File: src/rtl/muldiv_unit.sv
// Multi-cycle multiply/divide unit: shift-add multiply and restoring divide on
// operand magnitudes, one bit per cycle, with a final sign-correction cycle.
module muldiv_unit #(
    parameter int WIDTH = 32
) (
    input  logic             clk,
    input  logic             reset,
    input  logic             start,
    input  logic [1:0]       op,
    input  logic [WIDTH-1:0] a,
    input  logic [WIDTH-1:0] b,
    output logic             busy,
    output logic             done,
    output logic             div_by_zero,
    output logic [WIDTH-1:0] hi,
    output logic [WIDTH-1:0] lo
);

    localparam int CNT_W = (WIDTH > 1) ? $clog2(WIDTH) : 1;

    typedef enum logic [1:0] {S_IDLE, S_MUL, S_DIV, S_FIXUP} state_t;

    state_t                 r_state;
    state_t                 w_next;
    logic [CNT_W-1:0]       r_cnt;
    logic [2*WIDTH-1:0]     r_acc;
    logic [WIDTH-1:0]       r_opb;
    logic                   r_is_div;
    logic                   r_dbz;
    logic                   r_neg_lo;
    logic                   r_neg_hi;

    logic                   w_accept;
    logic                   w_signed;
    logic                   w_b_zero;
    logic                   w_last;
    logic [WIDTH-1:0]       w_abs_a;
    logic [WIDTH-1:0]       w_abs_b;
    logic [WIDTH:0]         w_mul_sum;
    logic [WIDTH:0]         w_rem_sh;
    logic [WIDTH:0]         w_diff;
    logic                   w_q_bit;
    logic [WIDTH-1:0]       w_rem_next;
    logic [2*WIDTH-1:0]     w_result;

    assign w_accept = (r_state == S_IDLE) && start;
    assign w_signed = op[0];
    assign w_b_zero = (b == '0);
    assign w_last   = (r_cnt == CNT_W'(WIDTH - 1));
    assign w_abs_a  = (w_signed && a[WIDTH-1]) ? -a : a;
    assign w_abs_b  = (w_signed && b[WIDTH-1]) ? -b : b;
    assign busy     = (r_state != S_IDLE);

    // Multiply step: r_acc = {partial product high, multiplier shifting out}
    assign w_mul_sum = {1'b0, r_acc[2*WIDTH-1:WIDTH]}
                     + (r_acc[0] ? {1'b0, r_opb} : {(WIDTH+1){1'b0}});

    // Divide step: r_acc = {partial remainder, dividend bits / quotient bits}
    assign w_rem_sh   = r_acc[2*WIDTH-1:WIDTH-1];
    assign w_diff     = w_rem_sh - {1'b0, r_opb};
    assign w_q_bit    = ~w_diff[WIDTH];
    assign w_rem_next = w_q_bit ? w_diff[WIDTH-1:0] : w_rem_sh[WIDTH-1:0];

    always_comb begin
        w_result = r_acc;
        if (r_dbz) begin
            w_result = r_acc;
        end else if (r_is_div) begin
            w_result[2*WIDTH-1:WIDTH] = r_neg_hi ? -r_acc[2*WIDTH-1:WIDTH] : r_acc[2*WIDTH-1:WIDTH];
            w_result[WIDTH-1:0]       = r_neg_lo ? -r_acc[WIDTH-1:0] : r_acc[WIDTH-1:0];
        end else if (r_neg_lo) begin
            w_result = -r_acc;
        end
    end

    always_comb begin
        w_next = r_state;
        case (r_state)
            S_IDLE: begin
                if (start) begin
                    if (!op[1])        w_next = S_MUL;
                    else if (w_b_zero) w_next = S_FIXUP;
                    else               w_next = S_DIV;
                end
            end
            S_MUL:   if (w_last) w_next = S_FIXUP;
            S_DIV:   if (w_last) w_next = S_FIXUP;
            S_FIXUP: w_next = S_IDLE;
            default: w_next = S_IDLE;
        endcase
    end

    always_ff @(posedge clk or negedge reset) begin
        if (!reset) begin
            r_state     <= S_IDLE;
            r_cnt       <= '0;
            done        <= 1'b0;
            div_by_zero <= 1'b0;
            hi          <= '0;
            lo          <= '0;
        end else begin
            r_state <= w_next;
            done    <= (r_state == S_FIXUP);
            if (w_accept)
                r_cnt <= '0;
            else if (r_state == S_MUL || r_state == S_DIV)
                r_cnt <= r_cnt + 1'b1;
            if (r_state == S_FIXUP) begin
                div_by_zero <= r_dbz;
                hi          <= w_result[2*WIDTH-1:WIDTH];
                lo          <= w_result[WIDTH-1:0];
            end
        end
    end

    // Operand/accumulator path carries no reset; it is always reloaded on accept
    always_ff @(posedge clk) begin
        if (w_accept) begin
            r_is_div <= op[1];
            r_dbz    <= op[1] && w_b_zero;
            r_neg_lo <= w_signed && (a[WIDTH-1] ^ b[WIDTH-1]);
            r_neg_hi <= w_signed && a[WIDTH-1];
            if (!op[1]) begin
                r_acc <= {{WIDTH{1'b0}}, w_abs_b};
                r_opb <= w_abs_a;
            end else if (w_b_zero) begin
                r_acc <= {a, {WIDTH{1'b1}}};
                r_opb <= w_abs_b;
            end else begin
                r_acc <= {{WIDTH{1'b0}}, w_abs_a};
                r_opb <= w_abs_b;
            end
        end else if (r_state == S_MUL) begin
            r_acc <= {w_mul_sum, r_acc[WIDTH-1:1]};
        end else if (r_state == S_DIV) begin
            r_acc <= {w_rem_next, r_acc[WIDTH-2:0], w_q_bit};
        end
    end

endmodule

File: config.mk
export PLATFORM = sky130hd
export DESIGN_NAME = muldiv_unit
export DESIGN_NICKNAME = d
export VERILOG_FILES = /design/src/rtl/muldiv_unit.sv
export SDC_FILE = /design/constraint.sdc
export NUM_CORES = 1
export LEC_CHECK = 0
export CAP_MARGIN = 0
export CORE_MARGIN = 10
export CORE_UTILIZATION = 54
export DETAILED_ROUTE_END_ITERATION = 16
export GPL_TIMING_DRIVEN = 0
export PLACE_DENSITY = 0.79
export RECOVER_POWER = 25
export SLEW_MARGIN = 40
export SYNTH_ARGS = -nofsm -noshare
export SYNTH_HDL_FRONTEND = slang
export SYNTH_SLANG_ARGS = --single-unit
File: constraint.sdc
create_clock -name clk -period 3.7 [get_ports clk]
set_input_delay 0.925 -clock clk [delete_from_list [all_inputs] [get_ports clk]]
set_output_delay 0.925 -clock clk [all_outputs]
set_load 0.005 [all_outputs]
==> results by group, run 1 <==
Drt
  • Initial DRC Count: around 2.1k
  • Post-route DRC violation count: 0
  • DRT Wirelength: around 58000 microns
  • Pre-Repair DR Iteration Count: 8
  • DR WL/cell: between 20 and 25 microns
  • Detailed-route via count: between 15k and 20k
  • Vias per std cell: between 6 and 7
  • Routed Antenna Nets: 0
  • WL met3: approximately 6200 microns
  • Met2 wire len: roughly 26000 microns
  • Top sig layer: met4
  • WL met1: approximately 24000 microns

Synthesis
  • Syn nets: between 1.5k and 2k
  • Synthesized area: 14900 sq um
  • Synth cell count leaders: nor2_1 (232), a21oi_1 (188), nand2_1 (129)
  • Count leader, synth: nor2_1
  • Yosys top cell area share: between 20% and 30%
  • Post-synth top area cell: edfxtp_1
  • Primary FF master, synth: edfxtp_1
  • Synth area leaders: edfxtp_1 (20%), dfrtp_1 (12%), xnor2_1 (6.6%)
  • Sequential area share after synthesis: 32.5%
  • Yosys warns: 0
  • Synth unique cells: 85
  • FFs w/ async S/R, synth: 42.2%
  • Synthesis-stage register bit count: 173
  • EDFF count, synth: 100
  • Synthesized area per cell: a little over 8 sq um
  • Gate Count Post-Synth: 1790

STA
  • Final hold vios: 0
  • Final min period: between 3 and 4 ns
  • Final worst path period share: a little over nine tenths
  • Slew headroom: -2.14%
  • Clock Skew: 0.0207 ns
  • Final setup viols: 0
  • Fmax: 0.273 GHz
  • Worst Tran Pin Value: around 1.5 ns
  • Setup TNS Final: 0 ns
  • Pins Over Slew Limit: 63

Finish
  • Layout cells sized above 1: ~10%
  • Area Overhead vs Synth: 21.8%
  • Total Nets Final: about 2.1k
  • Diode count: 0
  • Final Cell Area: ~18000 sq um
  • Fillers: between 2k and 2.5k

GRT
  • Largest net degree at the start of global routing: 63
  • Grt ovf: 0
  • Overall Global Routing Usage: around a third
  • Initial antenna violation count: 1
  • Vias in the first global route: 14.6k
  • Global-route wire length before repair: roughly 87000 microns

Clock tree
  • CTS root buf: clkbuf_16
  • Clock-pin slew on the worst setup and hold paths: about 0.09 ns
  • CTS buffer count: 17
  • # clock sinks: roughly 170
  • Max clock buf depth: 2
  • CTS tree: built
  • Clock Latency Late Sink: between 0.4 and 0.5 ns
  • H-tree depth: 4

Die
  • CORE AREA: ~27000 sq um
  • I/O pin cnt: roughly 140
  • Height of the die: between 150 and 200 microns
  • Die ar.: ~35000 sq um
  • # rows: 60
  • Initial Util: approximately 55%
  • Die W: approximately 190 microns

Critical path
  • Worst Path Required: ~4.0 ns
  • Crit-path max FO: 8
  • Crit path launch type: flip-flop
  • Reg2reg path depth: 11
  • Worst EP arrival: slightly below 4 ns
  • R2r endpoint: r_acc[60]
  • R2r startpoint: r_acc[32]
  • FF-to-FF setup slack: approximately 0.038 ns
  • Crit. End Element: flip-flop
  • Setup CP Type: flip-flop to flip-flop

Hold path
  • Tightest Hold Check Type: input pin to asynchronous set/reset pin

Power and ir drop
  • Static Leakage: roughly 7.3 nW
  • Peak supply drop: 0.614 mV
  • PD cells: 1020 nW/um^2

Place
  • Number of buffers added on ports: around 130
  • Final estimated routing congestion in global placement: approximately 1.1
  • DP HPWL: between 40000 and 50000 microns
  • DP Area: about 17000 sq um

Job
  • Max_cap viols: 1

Outcome
  • Violated checks: max-capacitance violations, max-slew violations
  • Status: finished, violations left
## through the flow
| stage | setup WS (ns) | utilization, % | instances | hold slack, ns | power [mW] |
|---|---|---|---|---|---|
| global placement | -1.58 | 61.5 | 2265 | 0.490 | 14.9 |
| CTS | 0.0113 | 65.8 | 2327 | 0.270 | 17.7 |
| detailed placement | -1.18 | 61.9 | 2269 | 0.499 | 15.2 |
| floorplan | 0.210 | - | 1790 | 0.493 | 11.4 |
| global route | -0.0298 | 66.9 | 2346 | 0.503 | 19.5 |
| finish | 0.0378 | 66.9 | 2346 | 0.431 | 18.4 |
## where the power goes
part           switching, mW  internal (mW)  leakage (nW)
Clock                   1.03           1.01         0.312
Combinational           7.03           5.13          5.18
Sequential             0.864           3.36          1.81
Total                   8.92           9.50          7.29
## kinds of logic after synthesis
group / count (synthesis) / share of synthesized area (%)
AO/OA/AOI/OAI: 522 / 21.8
adder cells (fa/ha/maj): 77 / 6.59
flip-flops: 173 / 32.5
multiplexers: 84 / 5.80
XOR/XNOR: 161 / 9.50
AND/OR/NAND/NOR: 602 / 19.2
buffers and inverters: 171 / 4.53
## critical path: stages (launching register included)
cell	delay, ns
edfxtp_1	0.49
clkinvlp_4	0.25
fa_2	0.40
nand2b_4	0.17
a21oi_4	0.19
o21ai_4	0.11
a21o_1	0.22
and4b_4	0.20
or4_4	0.57
and3_4	0.27
o311a_4	0.40
a311oi_2	0.20
## cell type report
| class | instances | area, sq um | share of cell area (%) |
|---|---|---|---|
| repair buffers | 186 | 1800 | 9.96 |
| plain buffers | 88 | 429 | 2.37 |
| inverters | 80 | 304 | 1.68 |
| multi-input cells | 1446 | 9650 | 53.4 |
| flip-flops and latches | 173 | 4830 | 26.7 |
| well taps | 341 | 427 | 2.36 |
| clock inverters | 15 | 218 | 1.20 |
| clock buffers | 17 | 425 | 2.35 |
## cell usage in the layout, fill, tap and decap left out, types with 47 or more instances in the layout
| master | synthesis | routed |
|---|---|---|
| nor2_1 | 232 | 231 |
| a21oi_1 | 188 | 187 |
| nand2_1 | 129 | 129 |
| clkdlybuf4s50_1 | 0 | 114 |
| xnor2_1 | 112 | 112 |
| edfxtp_1 | 100 | 100 |
| o21ai_0 | 88 | 83 |
| inv_1 | 79 | 76 |
| dfrtp_1 | 73 | 73 |
| ha_1 | 75 | 70 |
| mux2i_1 | 67 | 66 |
| clkbuf_1 | 69 | 62 |
| xor2_1 | 49 | 49 |
| buf_4 | 3 | 47 |
## routing by layer
metal / global-route usage, % / up-vias
met2: 50.7 / 922
met4: 14.8 / 0
met5: 0 / -
met1: 43.8 / 7393
li1: - / 6923
met3: 6.84 / 168
## state kept, by name, summed over array words and instances (netlist names)
name         count
div_by_zero      1
done             1
hi              32
lo              32
r_acc           64
r_cnt            5
r_dbz            1
r_is_div         1
r_neg_hi         1
r_neg_lo         1
r_opb           32
r_state          2
## worst max path at each step
stage | from | end | slack (ns)
floorplan | r_acc[31] | r_acc[60] | 0.21
global placement | start | r_acc[46] | -1.58
detailed placement | b[4] | r_acc[47] | -1.18
CTS | r_acc[34] | r_acc[61] | 0.01
global route | r_acc[32] | r_acc[41] | -0.03
finish | r_acc[32] | r_acc[60] | 0.04
## what timing repair did
| item | CTS | global route |
|---|---|---|
| pin swaps | 9 | 14 |
| hold buffers | 0 | 0 |
| setup endpoints to repair | 65 | 46 |
| setup buffers | 28 | 19 |
| gates resized for setup | 53 | 44 |
| gates cloned | 0 | 1 |
No activity file was read; power rests on OpenSTA's default activity.
==> run 2, diff against run 1 <==
CORE_MARGIN = 5   (was 10)
==> run 2 against run 1 <==
Effect of this change: sequential share of layout area is essentially flat; the run ends with max-capacitance violations, max-slew violations, negative setup slack left; combinational power about the same; core utilization is 0.060 points lower; register-to-register slack worse by 0.10 ns.
==> results by group, run 2 (same netlist as run 1, synthesis figures left out) <==
GRT
  • Grt ovf: 0 (unchanged)
  • Overall Global Routing Usage: 35.7% (was 33.0%)
  • Largest net degree at the start of global routing: 64 (was 63)
  • Global-route wire length before repair: 85500 microns (was 86800 microns)
  • Vias in the first global route: 14.4k (was 14.6k)
  • Initial antenna violation count: 0 (was 1)

Critical path
  • Worst EP arrival: 4.02 ns (was 3.94 ns)
  • Reg2reg path depth: 12 (was 11)
  • R2r endpoint: r_acc[60] (unchanged)
  • FF-to-FF setup slack: -0.07 ns (was 0.04 ns)
  • Slowest cell on crit path: edfxtp_1 (was or4_4)
  • R2r startpoint: r_acc[32] (unchanged)
  • Crit-path max FO: 4 (was 8)
  • Crit. End Element: flip-flop (unchanged)
  • Worst path cell trace: clkinvlp_4, fa_2, nand2b_4, a21oi_4, o21ai_4, a21o_1, and4b_4, or4_4, and3_4, buf_6, o311a_4, a311oi_2 (was clkinvlp_4, fa_2, nand2b_4, a21oi_4, o21ai_4, a21o_1, and4b_4, or4_4, and3_4, o311a_4, a311oi_2)
  • Crit path launch type: flip-flop (unchanged)
  • Setup CP Type: flip-flop to flip-flop (unchanged)
  • Worst Path Required: 3.95 ns (was 3.98 ns)
  • Max incr delay on CP: 0.56 ns (was 0.57 ns)

Place
  • Number of buffers added on ports: 134 (unchanged)
  • Final estimated routing congestion in global placement: 1.02 (was 1.07)
  • Place WS: -1.13 ns (was -1.18 ns)
  • DP HPWL: 44400 microns (was 44900 microns)
  • DP Area: 16700 sq um (about the same)
  • Cell total after placement: 2268 (was 2269)

Drt
  • Vias per std cell: 6.55 (was 6.57)
  • DRT Wirelength: 57000 microns (was 57800 microns)
  • Post-route DRC violation count: 0 (unchanged)
  • Routed Antenna Nets: 0 (unchanged)
  • Detailed-route via count: 15.3k (was 15.4k)
  • Pre-Repair DR Iteration Count: 6 (was 8)
  • DR WL/cell: 24.3 microns (was 24.6 microns)
  • Initial DRC Count: 1892 (was 2051)

STA
  • Setup slack after layout: -0.0660 ns (was 0.0378 ns)
  • Fmax: 0.266 GHz (was 0.273 GHz)
  • Final worst path period share: 102% (was 99.0%)
  • Unrepaired setup endpoints after global routing: true
  • Setup TNS Final: -0.125 ns (was 0 ns)
  • Worst Tran Pin Value: 1.54 ns (was 1.53 ns)
  • Final min period: 3.77 ns (was 3.66 ns)
  • Clock Skew: 0.0165 ns (was 0.0207 ns)
  • Pins Over Slew Limit: 64 (was 63)
  • Slew headroom: -2.56% (was -2.14%)
  • Final hold vios: 0 (unchanged)
  • Final setup viols: 4 (was 0)

Clock tree
  • Max clock buf depth: 2 (unchanged)
  • CTS buffer count: 17 (unchanged)
  • Clock Latency Late Sink: 0.46 ns (was 0.47 ns)
  • CTS tree: built (unchanged)
  • Post-CTS Hold Fix Bufs: 0 (unchanged)
  • CTS root buf: clkbuf_16 (unchanged)
  • # clock sinks: 173 (unchanged)
  • Clock-pin slew on the worst setup and hold paths: 0.08 ns (was 0.09 ns)
  • H-tree depth: 4 (unchanged)

Power and ir drop
  • Total Power: 18.6 mW (was 18.4 mW)
  • PD cells: 1030 nW/um^2 (was 1020 nW/um^2)
  • Peak supply drop: 0.879 mV (was 0.614 mV)
  • Static Leakage: 7.28 nW (was 7.29 nW)

Die
  • Die ar.: 30900 sq um (was 34500 sq um)
  • I/O pin cnt: 136 (unchanged)
  • Height of the die: 176 microns (was 186 microns)
  • Die W: 176 microns (was 186 microns)
  • # rows: 60 (unchanged)
  • CORE AREA: 27000 sq um (unchanged)
  • Initial Util: 54.9% (unchanged)

Finish
  • Final Cell Area: 18100 sq um (about the same)
  • Most common cell after layout, fill and taps aside: nor2_1 (unchanged)
  • Top reg by flops: r_acc (unchanged)
  • Most frequent cells in the layout: nor2_1 (230), a21oi_1 (186), nand2_1 (129) (was nor2_1 (231), a21oi_1 (187), nand2_1 (129))
  • Fillers: 2240 (was 2310)
  • Non-Filler Instances: 2342 (was 2346)
  • Diode count: 0 (unchanged)
  • Layout cells sized above 1: 9.50% (was 9.98%)
  • Total Nets Final: 2134 (was 2138)
  • Max reg flops: 64 (unchanged)
  • Area Overhead vs Synth: 21.7% (was 21.8%)

Hold path
  • Tightest Hold Check Type: input pin to asynchronous set/reset pin (unchanged)

Job
  • Max_cap viols: 1 (unchanged)

Outcome
  • Violated checks: max-capacitance violations, max-slew violations, negative setup slack (was max-capacitance violations, max-slew violations)
  • Status: finished, violations left (unchanged)
## run 2: cell types whose count changed in the layout (fill, tap and decap cells not counted), moves of 2 or more
cell and delta:
buf_6 +3, nor4_2 -3, clkbuf_4 -3, buf_4 -6, ha_2 -2, o21ai_0 +3
o21ai_1 -2, mux2i_1 -4, mux2i_4 +2, ha_1 +2, mux2i_2 +2, nor4_4 +2
## run 2: worst max-delay path by stage
stage | slack, ns | startpoint | endpoint
after floorplan | 0.21 | r_acc[31] | r_acc[60]
after CTS | 0.00009 | r_acc[48] | r_acc[59]
after detailed placement | -1.13 | b[4] | r_acc[53]
final | -0.07 | r_acc[32] | r_acc[60]
after global routing | -0.11 | r_acc[32] | r_acc[60]
after global placement | -1.60 | start | r_acc[51]
## run 2: power breakdown
group	switching (mW)	internal, mW
sequential	1.00	3.36
clock	0.994	0.969
combinational	6.96	5.33
total	8.96	9.66
## run 2: layout make-up
type                            count  area, sq um  share of cell area, %
Buffer                             87          415                   2.30
Tap cell                          341          427                   2.36
Sequential cell                   173         4830                   26.7
Clock inverter                     14          181                   1.00
Multi-Input combinational cell   1446         9660                   53.5
Clock buffer                       18          450                   2.49
Timing Repair Buffer              183         1800                   9.94
Inverter                           80          304                   1.68
## run 2: critical path: cells and delay by family, from the launching register on
| kind | cells | cell delay, ns |
|---|---|---|
| AO/OA/AOI/OAI | 5 | 1.11 |
| AND/OR/NAND/NOR | 4 | 1.06 |
| flip-flops | 1 | 0.56 |
| adder cells (fa/ha/maj) | 1 | 0.43 |
| buffers and inverters | 2 | 0.41 |
## run 2: per-stage QoR
stage	hold WS (ns)	util, %
floorplan	0.493	-
global placement	0.491	61.5
detailed placement	0.496	61.8
CTS	0.254	65.8
global route	0.479	66.9
finish	0.444	66.9
## run 2: metal layers
| metal | GRT usage, % | wire (microns) | vias up | share of wire [%] |
|---|---|---|---|---|
| met2 | 55.4 | 25400 | 918 | 45 |
| met1 | 49.1 | 23500 | 7345 | 41 |
| met5 | 0 | 0 | - | 0 |
| li1 | - | - | 6932 | - |
| met3 | 7.53 | 5850 | 149 | 10 |
| met4 | 14.0 | 2300 | 0 | 4.0 |
## run 2: timing repair
| item | CTS | global route |
|---|---|---|
| cloned | 2 | 0 |
| hold endpoints to repair | 0 | 0 |
| gates resized for setup | 59 | 48 |
| buffers inserted | 24 | 21 |
| setup endpoints to repair | 65 | 49 |
| pin swaps | 14 | 8 |
